===== src/rtl/logic_unit_acc_pkg.sv =====
// Shared definitions for the bitwise logic unit / accumulator:
// operation encodings and the FSM state encoding.
package logic_pkg;

    typedef enum logic [1:0] {
        OP_AND = 2'b00,
        OP_OR  = 2'b01,
        OP_XOR = 2'b10,
        OP_NOR = 2'b11
    } op_t;

    typedef enum logic [1:0] {
        IDLE = 2'b00,
        ACC  = 2'b01,
        OUT  = 2'b10
    } state_t;

endpackage


===== src/rtl/logic_unit_acc_if.sv =====
// Beat/result handshake bundle between a producer/consumer (master) and
// the logic unit (slave).
interface logic_unit_acc_if #(
    parameter int WIDTH   = 32,
    parameter int MAX_LEN = 16,
    localparam int CW     = $clog2(MAX_LEN + 1)
);

    logic             in_valid;
    logic             in_ready;
    logic [1:0]       op;
    logic             mode;
    logic [WIDTH-1:0] A;
    logic [WIDTH-1:0] B;
    logic             last;
    logic             out_valid;
    logic             out_ready;
    logic [WIDTH-1:0] res;
    logic [CW-1:0]    count;
    logic             zero;

    modport master (
        output in_valid, op, mode, A, B, last, out_ready,
        input  in_ready, out_valid, res, count, zero
    );

    modport slave (
        input  in_valid, op, mode, A, B, last, out_ready,
        output in_ready, out_valid, res, count, zero
    );

endinterface


===== src/rtl/logic_unit_acc_op.sv =====
// Combinational bitwise operator shared by the single-shot and
// accumulate datapaths.
module logic_op
    import logic_pkg::*;
#(
    parameter int WIDTH = 32
) (
    input  logic [WIDTH-1:0] x,
    input  logic [WIDTH-1:0] y,
    input  op_t              op,
    output logic [WIDTH-1:0] z
);

    always_comb begin
        // NOTE: assign a default before the case so every path drives z and no latch is inferred.
        z = '0;
        unique case (op)
            OP_AND: z = x & y;
            OP_OR:  z = x | y;
            OP_XOR: z = x ^ y;
            OP_NOR: z = ~(x | y);
        endcase
    end

endmodule


===== src/rtl/logic_unit_acc.sv =====
// Bitwise logic unit with single-shot and accumulate-burst modes; one
// shared operator, registered result with valid/ready on both sides.
module logic_unit_acc
    import logic_pkg::*;
#(
    parameter int  WIDTH   = 32,
    parameter int  MAX_LEN = 16,
    localparam int CW      = $clog2(MAX_LEN + 1)
) (
    input logic             clk,
    input logic             rst,
    logic_unit_acc_if.slave bus
);

    state_t           state, state_d;
    logic [WIDTH-1:0] acc, acc_d;
    logic [WIDTH-1:0] res_q, res_d;
    logic [CW-1:0]    beats, beats_d, beats_inc;
    logic [CW-1:0]    count_q, count_d;
    op_t              op_l, op_d;
    logic             mode_l, mode_d;
    logic             out_valid_q, out_valid_d;

    logic             in_ready;
    logic             accept;
    logic             acc_path;
    logic [WIDTH-1:0] op_x, op_y, op_z;
    op_t              op_sel;

    // A held result can be replaced in the same cycle it is delivered.
    assign in_ready  = (state != OUT) || bus.out_ready;
    assign accept    = bus.in_valid && in_ready;
    assign beats_inc = beats + CW'(1);

    // Mid-burst the operator folds A into the accumulator with the latched op.
    assign acc_path = (state == ACC) && mode_l;
    assign op_x     = acc_path ? acc  : bus.A;
    assign op_y     = acc_path ? bus.A : bus.B;
    assign op_sel   = acc_path ? op_l : op_t'(bus.op);

    logic_op #(.WIDTH(WIDTH)) u_op (
        .x  (op_x),
        .y  (op_y),
        .op (op_sel),
        .z  (op_z)
    );

    always_comb begin
        state_d     = state;
        acc_d       = acc;
        beats_d     = beats;
        res_d       = res_q;
        count_d     = count_q;
        op_d        = op_l;
        mode_d      = mode_l;
        out_valid_d = out_valid_q;

        unique case (state)
            IDLE, OUT: begin
                if (state == OUT && bus.out_ready) begin
                    out_valid_d = 1'b0;
                    state_d     = IDLE;
                end
                if (accept) begin
                    if (!bus.mode || bus.last) begin
                        res_d       = op_z;
                        count_d     = CW'(1);
                        out_valid_d = 1'b1;
                        state_d     = OUT;
                    end else begin
                        acc_d   = op_z;
                        beats_d = CW'(1);
                        op_d    = op_t'(bus.op);
                        mode_d  = 1'b1;
                        state_d = ACC;
                    end
                end
            end
            ACC: begin
                if (accept) begin
                    acc_d   = op_z;
                    beats_d = beats_inc;
                    if (bus.last || beats_inc == CW'(MAX_LEN)) begin
                        res_d       = op_z;
                        count_d     = beats_inc;
                        out_valid_d = 1'b1;
                        state_d     = OUT;
                    end
                end
            end
            default: state_d = IDLE;
        endcase
    end

    // NOTE: sequential state uses non-blocking assignments so every register samples pre-edge values.
    always_ff @(posedge clk) begin
        if (rst) begin
            state       <= IDLE;
            acc         <= '0;
            beats       <= '0;
            res_q       <= '0;
            count_q     <= '0;
            op_l        <= OP_AND;
            mode_l      <= 1'b0;
            out_valid_q <= 1'b0;
        end else begin
            state       <= state_d;
            acc         <= acc_d;
            beats       <= beats_d;
            res_q       <= res_d;
            count_q     <= count_d;
            op_l        <= op_d;
            mode_l      <= mode_d;
            out_valid_q <= out_valid_d;
        end
    end

    assign bus.in_ready  = in_ready;
    assign bus.out_valid = out_valid_q;
    assign bus.res       = res_q;
    assign bus.count     = count_q;
    assign bus.zero      = (res_q == '0);

endmodule

===== src/flat_wrapper.sv =====
// flat-port wrapper written by rule: the top's interface ports become plain ports
module logic_unit_acc_flat import logic_pkg::*;
#(
    parameter int  WIDTH   = 32,
    parameter int  MAX_LEN = 16,
    localparam int CW      = $clog2(MAX_LEN + 1)
)
  (clk, rst, bus_in_valid, bus_op, bus_mode, bus_A, bus_B, bus_last, bus_out_ready, bus_in_ready, bus_out_valid, bus_res, bus_count, bus_zero);
  logic_unit_acc_if #(.WIDTH(WIDTH), .MAX_LEN(MAX_LEN)) bus_i ();
  input logic clk;
  input logic rst;
  input wire logic [$bits(bus_i.in_valid)-1:0] bus_in_valid;
  input wire logic [$bits(bus_i.op)-1:0] bus_op;
  input wire logic [$bits(bus_i.mode)-1:0] bus_mode;
  input wire logic [$bits(bus_i.A)-1:0] bus_A;
  input wire logic [$bits(bus_i.B)-1:0] bus_B;
  input wire logic [$bits(bus_i.last)-1:0] bus_last;
  input wire logic [$bits(bus_i.out_ready)-1:0] bus_out_ready;
  output wire logic [$bits(bus_i.in_ready)-1:0] bus_in_ready;
  output wire logic [$bits(bus_i.out_valid)-1:0] bus_out_valid;
  output wire logic [$bits(bus_i.res)-1:0] bus_res;
  output wire logic [$bits(bus_i.count)-1:0] bus_count;
  output wire logic [$bits(bus_i.zero)-1:0] bus_zero;
  assign bus_i.in_valid = bus_in_valid;
  assign bus_i.op = bus_op;
  assign bus_i.mode = bus_mode;
  assign bus_i.A = bus_A;
  assign bus_i.B = bus_B;
  assign bus_i.last = bus_last;
  assign bus_i.out_ready = bus_out_ready;
  assign bus_in_ready = bus_i.in_ready;
  assign bus_out_valid = bus_i.out_valid;
  assign bus_res = bus_i.res;
  assign bus_count = bus_i.count;
  assign bus_zero = bus_i.zero;
  logic_unit_acc #(.WIDTH(WIDTH), .MAX_LEN(MAX_LEN)) u_core (.clk(clk), .rst(rst), .bus(bus_i));
endmodule

===== config.mk =====
export PLATFORM = sky130hd
export DESIGN_NAME = logic_unit_acc_flat
export DESIGN_NICKNAME = d
export VERILOG_FILES = /design/src/rtl/logic_unit_acc_pkg.sv /design/src/rtl/logic_unit_acc_if.sv /design/src/rtl/logic_unit_acc_op.sv /design/src/rtl/logic_unit_acc.sv /design/src/flat_wrapper.sv
export SDC_FILE = /design/constraint.sdc
export NUM_CORES = 1
export LEC_CHECK = 0
export ABC_CLOCK_PERIOD_IN_PS = 3100
export CORE_MARGIN = 1
export CORE_UTILIZATION = 42
export CTS_CLUSTER_SIZE = 8
export DETAILED_ROUTE_END_ITERATION = 8
export DONT_BUFFER_PORTS = 1
export GPL_TIMING_DRIVEN = 0
export MAX_ROUTING_LAYER = met4
export PLACE_DENSITY = 0.58
export SYNTH_ARGS = -nofsm -noshare
export SYNTH_HDL_FRONTEND = slang
export SYNTH_SLANG_ARGS = --single-unit

===== constraint.sdc =====
create_clock -name clk -period 3.1 [get_ports clk]
set_input_delay 0.62 -clock clk [delete_from_list [all_inputs] [get_ports clk]]
set_output_delay 0.62 -clock clk [all_outputs]
set_load 0.005 [all_outputs]

==> results.toml <==
[final_layout]
drive_gt1_frac = 0.0657
antenna_cells = 0
fin_nets = 984
fillers = 1550
area_delta_synth_final_pct = 9.21

[power]
sw_frac_of_total = 0.307
power_density_nw_per_um2 = 408
seq_power_share = 0.384
vdd_drop_max_v = 0.000288
power_frac_comb = 0.208
internal-power_mw = 2.07
power_switching_mw = 0.914
power_leakage_nw = 3.75
p_clk_frac = 0.408

[floorplan]
fp.dieH_um = 128
core.rowCount = 45
die_w_um = 128
ios = 112
start_util = 0.435
placeableCoreArea_um2 = 15400
dieArea_um2 = 16400

[global_route]
met3_usage = 0.0509
grt_use_met1 = 0.320
antenna_found_initial = 0
gr-usage-met2 = 0.389
first_global_vias = 5360
grt_pass1_wl_mm = 30.1
grt_util_all_layers = 0.249
busiest_layer = "met2"
grt_max_degree = 16
overflow = 0

[timing]
period_share = 0.931
setup_viol = 0
timing.hold.ws_ns = 0.413
worst_pin_slew_ns = 0.787
max_freq_ghz = 0.347
maxSlewViolCount = 0
fin_crit_ns = 2.89
hold_viol_final = 0
setup_tns_ns = 0
relSlewSlack = 0.476
rsz0062_at_grt = "no"
fin_worst_skew_ns = 0.00884

[route]
drt_pre_antenna_iters = 5
routed_wirelength_mm = 19.4
drcViolationCount = 0
via_per_inst = 5.40
via_count = 5735
ant_nets = 0
wl_per_cell_um = 18.2
detail_route.iter0.violations = 376

[clocking]
cts_tree = "yes"
cts_sinks = 80
clock_path_buffers = 2
cts_setup_buffers = 0
cts-root-buf = "clkbuf_16"
clk_pin_slew_worst_paths_ns = 0.07
clk_latency_ns = 0.36
numCtsBuffers = 9
hold_buffers = 0
htreeDepth = 3

[yosys]
synth_edf_count = 0
synth_cell_types = 46
synth_top_area_frac = 0.240
syn-cell-area_um2 = 6680
yosysMostFrequentCell = "nand2_1"
synthTopCellsByCount = "197 x nand2_1, 100 x mux2i_1, 80 x dfxtp_1, 67 x inv_1, 66 x xor2_1"
syn_area_per_cell_um2 = 7.99
synth_area_leaders = "dfxtp_1 24%, mux2i_1 15%, ha_1 12%"
ys_ff_latch = 80
synthCells = 836
async_flop_share = 0
yosys_most_used_dff = "dfxtp_1"
synth_nets = 973
synth_warnings = 0
yosysSeqAreaShare = 0.240
synth_area_leader_cell = "dfxtp_1"

[placed_design]
io_buffers = 0
gp_congestion = 0.816
dpl.hpwl_mm = 14.2

[min_path]
hold_class = "primary input to register"
min_from = "bus_op[0]"

[setup_path]
cp-startpoint = "u_core.state[1]"
crit_arrival_ns = 3.11
critical_path_class = "register to register"
critPathCaptureType = "register"
required_ns = 3.33
cp-start-kind = "register"
critPathMaxFanout = 10
timing.rr.start = "u_core.state[1]"

[run]
cap_violations = 0

[outcome]
status = "finished clean"
-- final cells by class --
| class | instances | area, um^2 | area share |
|---|---|---|---|
| plain buffers | 59 | 293 | 0.0401 |
| clock buffers | 9 | 225 | 0.0309 |
| clock inverters | 7 | 105 | 0.0144 |
| inverters | 67 | 251 | 0.0345 |
| multi-input cells | 630 | 4560 | 0.624 |
| flip-flops and latches | 80 | 1600 | 0.220 |
| well taps | 211 | 264 | 0.0362 |
-- worst max-delay path, cell delays in order (launching register included) --
cell and delay [ns]:
dfxtp_1 0.50, nand3b_4 0.25, buf_2 0.27, buf_2 0.42, mux2i_1 0.30, inv_1 0.07, ha_1 0.29, mux2i_1 0.14
nand2_1 0.07, a21oi_1 0.16, a221o_1 0.19, o21ai_1 0.08
-- path summary, 6_finish.rpt --
check	endpoint	slack (ns)	cells after the start
min reg2reg	u_core.acc[23]	0.44	2
max	u_core.acc[10]	0.21	11
max reg2reg	u_core.acc[10]	0.21	11
min	u_core.op_l[0]	0.41	2
-- what timing repair did --
action                                  4_1_cts  5_1_grt
endpoints found under the setup margin        2       45
gates cloned                                  0        0
resized for setup                             1        8
-- placed cells by master (no fill, tap or decap), drive strengths merged, types with 35 or more instances in the layout --
master / instances
nand2: 197
mux2i: 100
dfxtp: 80
inv: 68
xor2: 66
ha: 65
a21oi: 44
clkbuf: 38
o21ai: 35
-- cells by family (layout without fill, tap and decap cells) --
family | after synthesis | count (layout) | share of synthesized area
AND/OR/NAND/NOR | 239 | 239 | 0.150
AO/OA/AOI/OAI | 159 | 159 | 0.172
buffers and inverters | 126 | 142 | 0.0794
multiplexers | 100 | 100 | 0.150
flip-flops | 80 | 80 | 0.240
XOR/XNOR | 67 | 67 | 0.0878
adder cells (fa/ha/maj) | 65 | 65 | 0.122
-- registers in the layout, summed over array words and instances (netlist names) --
register	count
u_core.acc	32
u_core.bus.res	32
u_core.beats	5
u_core.bus.count	5
u_core.op_l	2
u_core.state	2
u_core.bus.out_valid	1
u_core.mode_l	1
-- through the flow --
step	total power [mW]	cell area (um^2)	utilization	instances	worst slack (ns)
6_report	2.98	7300	0.475	1063	0.214
5_1_grt	3.11	7300	0.475	1063	0.0115
4_1_cts	3.00	7280	0.474	1063	0.0419
3_5_place_dp	1.78	6950	0.452	1047	0.0276
3_3_place_gp	1.77	6950	0.452	1047	0.0180
2_1_floorplan	1.63	6680	-	836	0.675
-- metal layers --
| layer | up-vias | routed length [um] | share of wire |
|---|---|---|---|
| li1 | 2891 | - | - |
| met1 | 2664 | 8860 | 0.46 |
| met2 | 162 | 9080 | 0.47 |
| met3 | 18 | 1130 | 0.058 |
| met4 | 0 | 314 | 0.016 |
| met5 | - | 0 | 0 |
-- power by group through the flow --
| stage | clock network [mW] | logic, mW | registers [mW] |
|---|---|---|---|
| after global placement | 0 | 0.605 | 1.17 |
| after detailed placement | 0 | 0.614 | 1.17 |
| after CTS | 1.24 | 0.619 | 1.14 |
| final | 1.22 | 0.619 | 1.14 |
| after global routing | 1.27 | 0.688 | 1.15 |
| after floorplan | 0 | 0.484 | 1.15 |
Power figures use the tool's default switching activity.
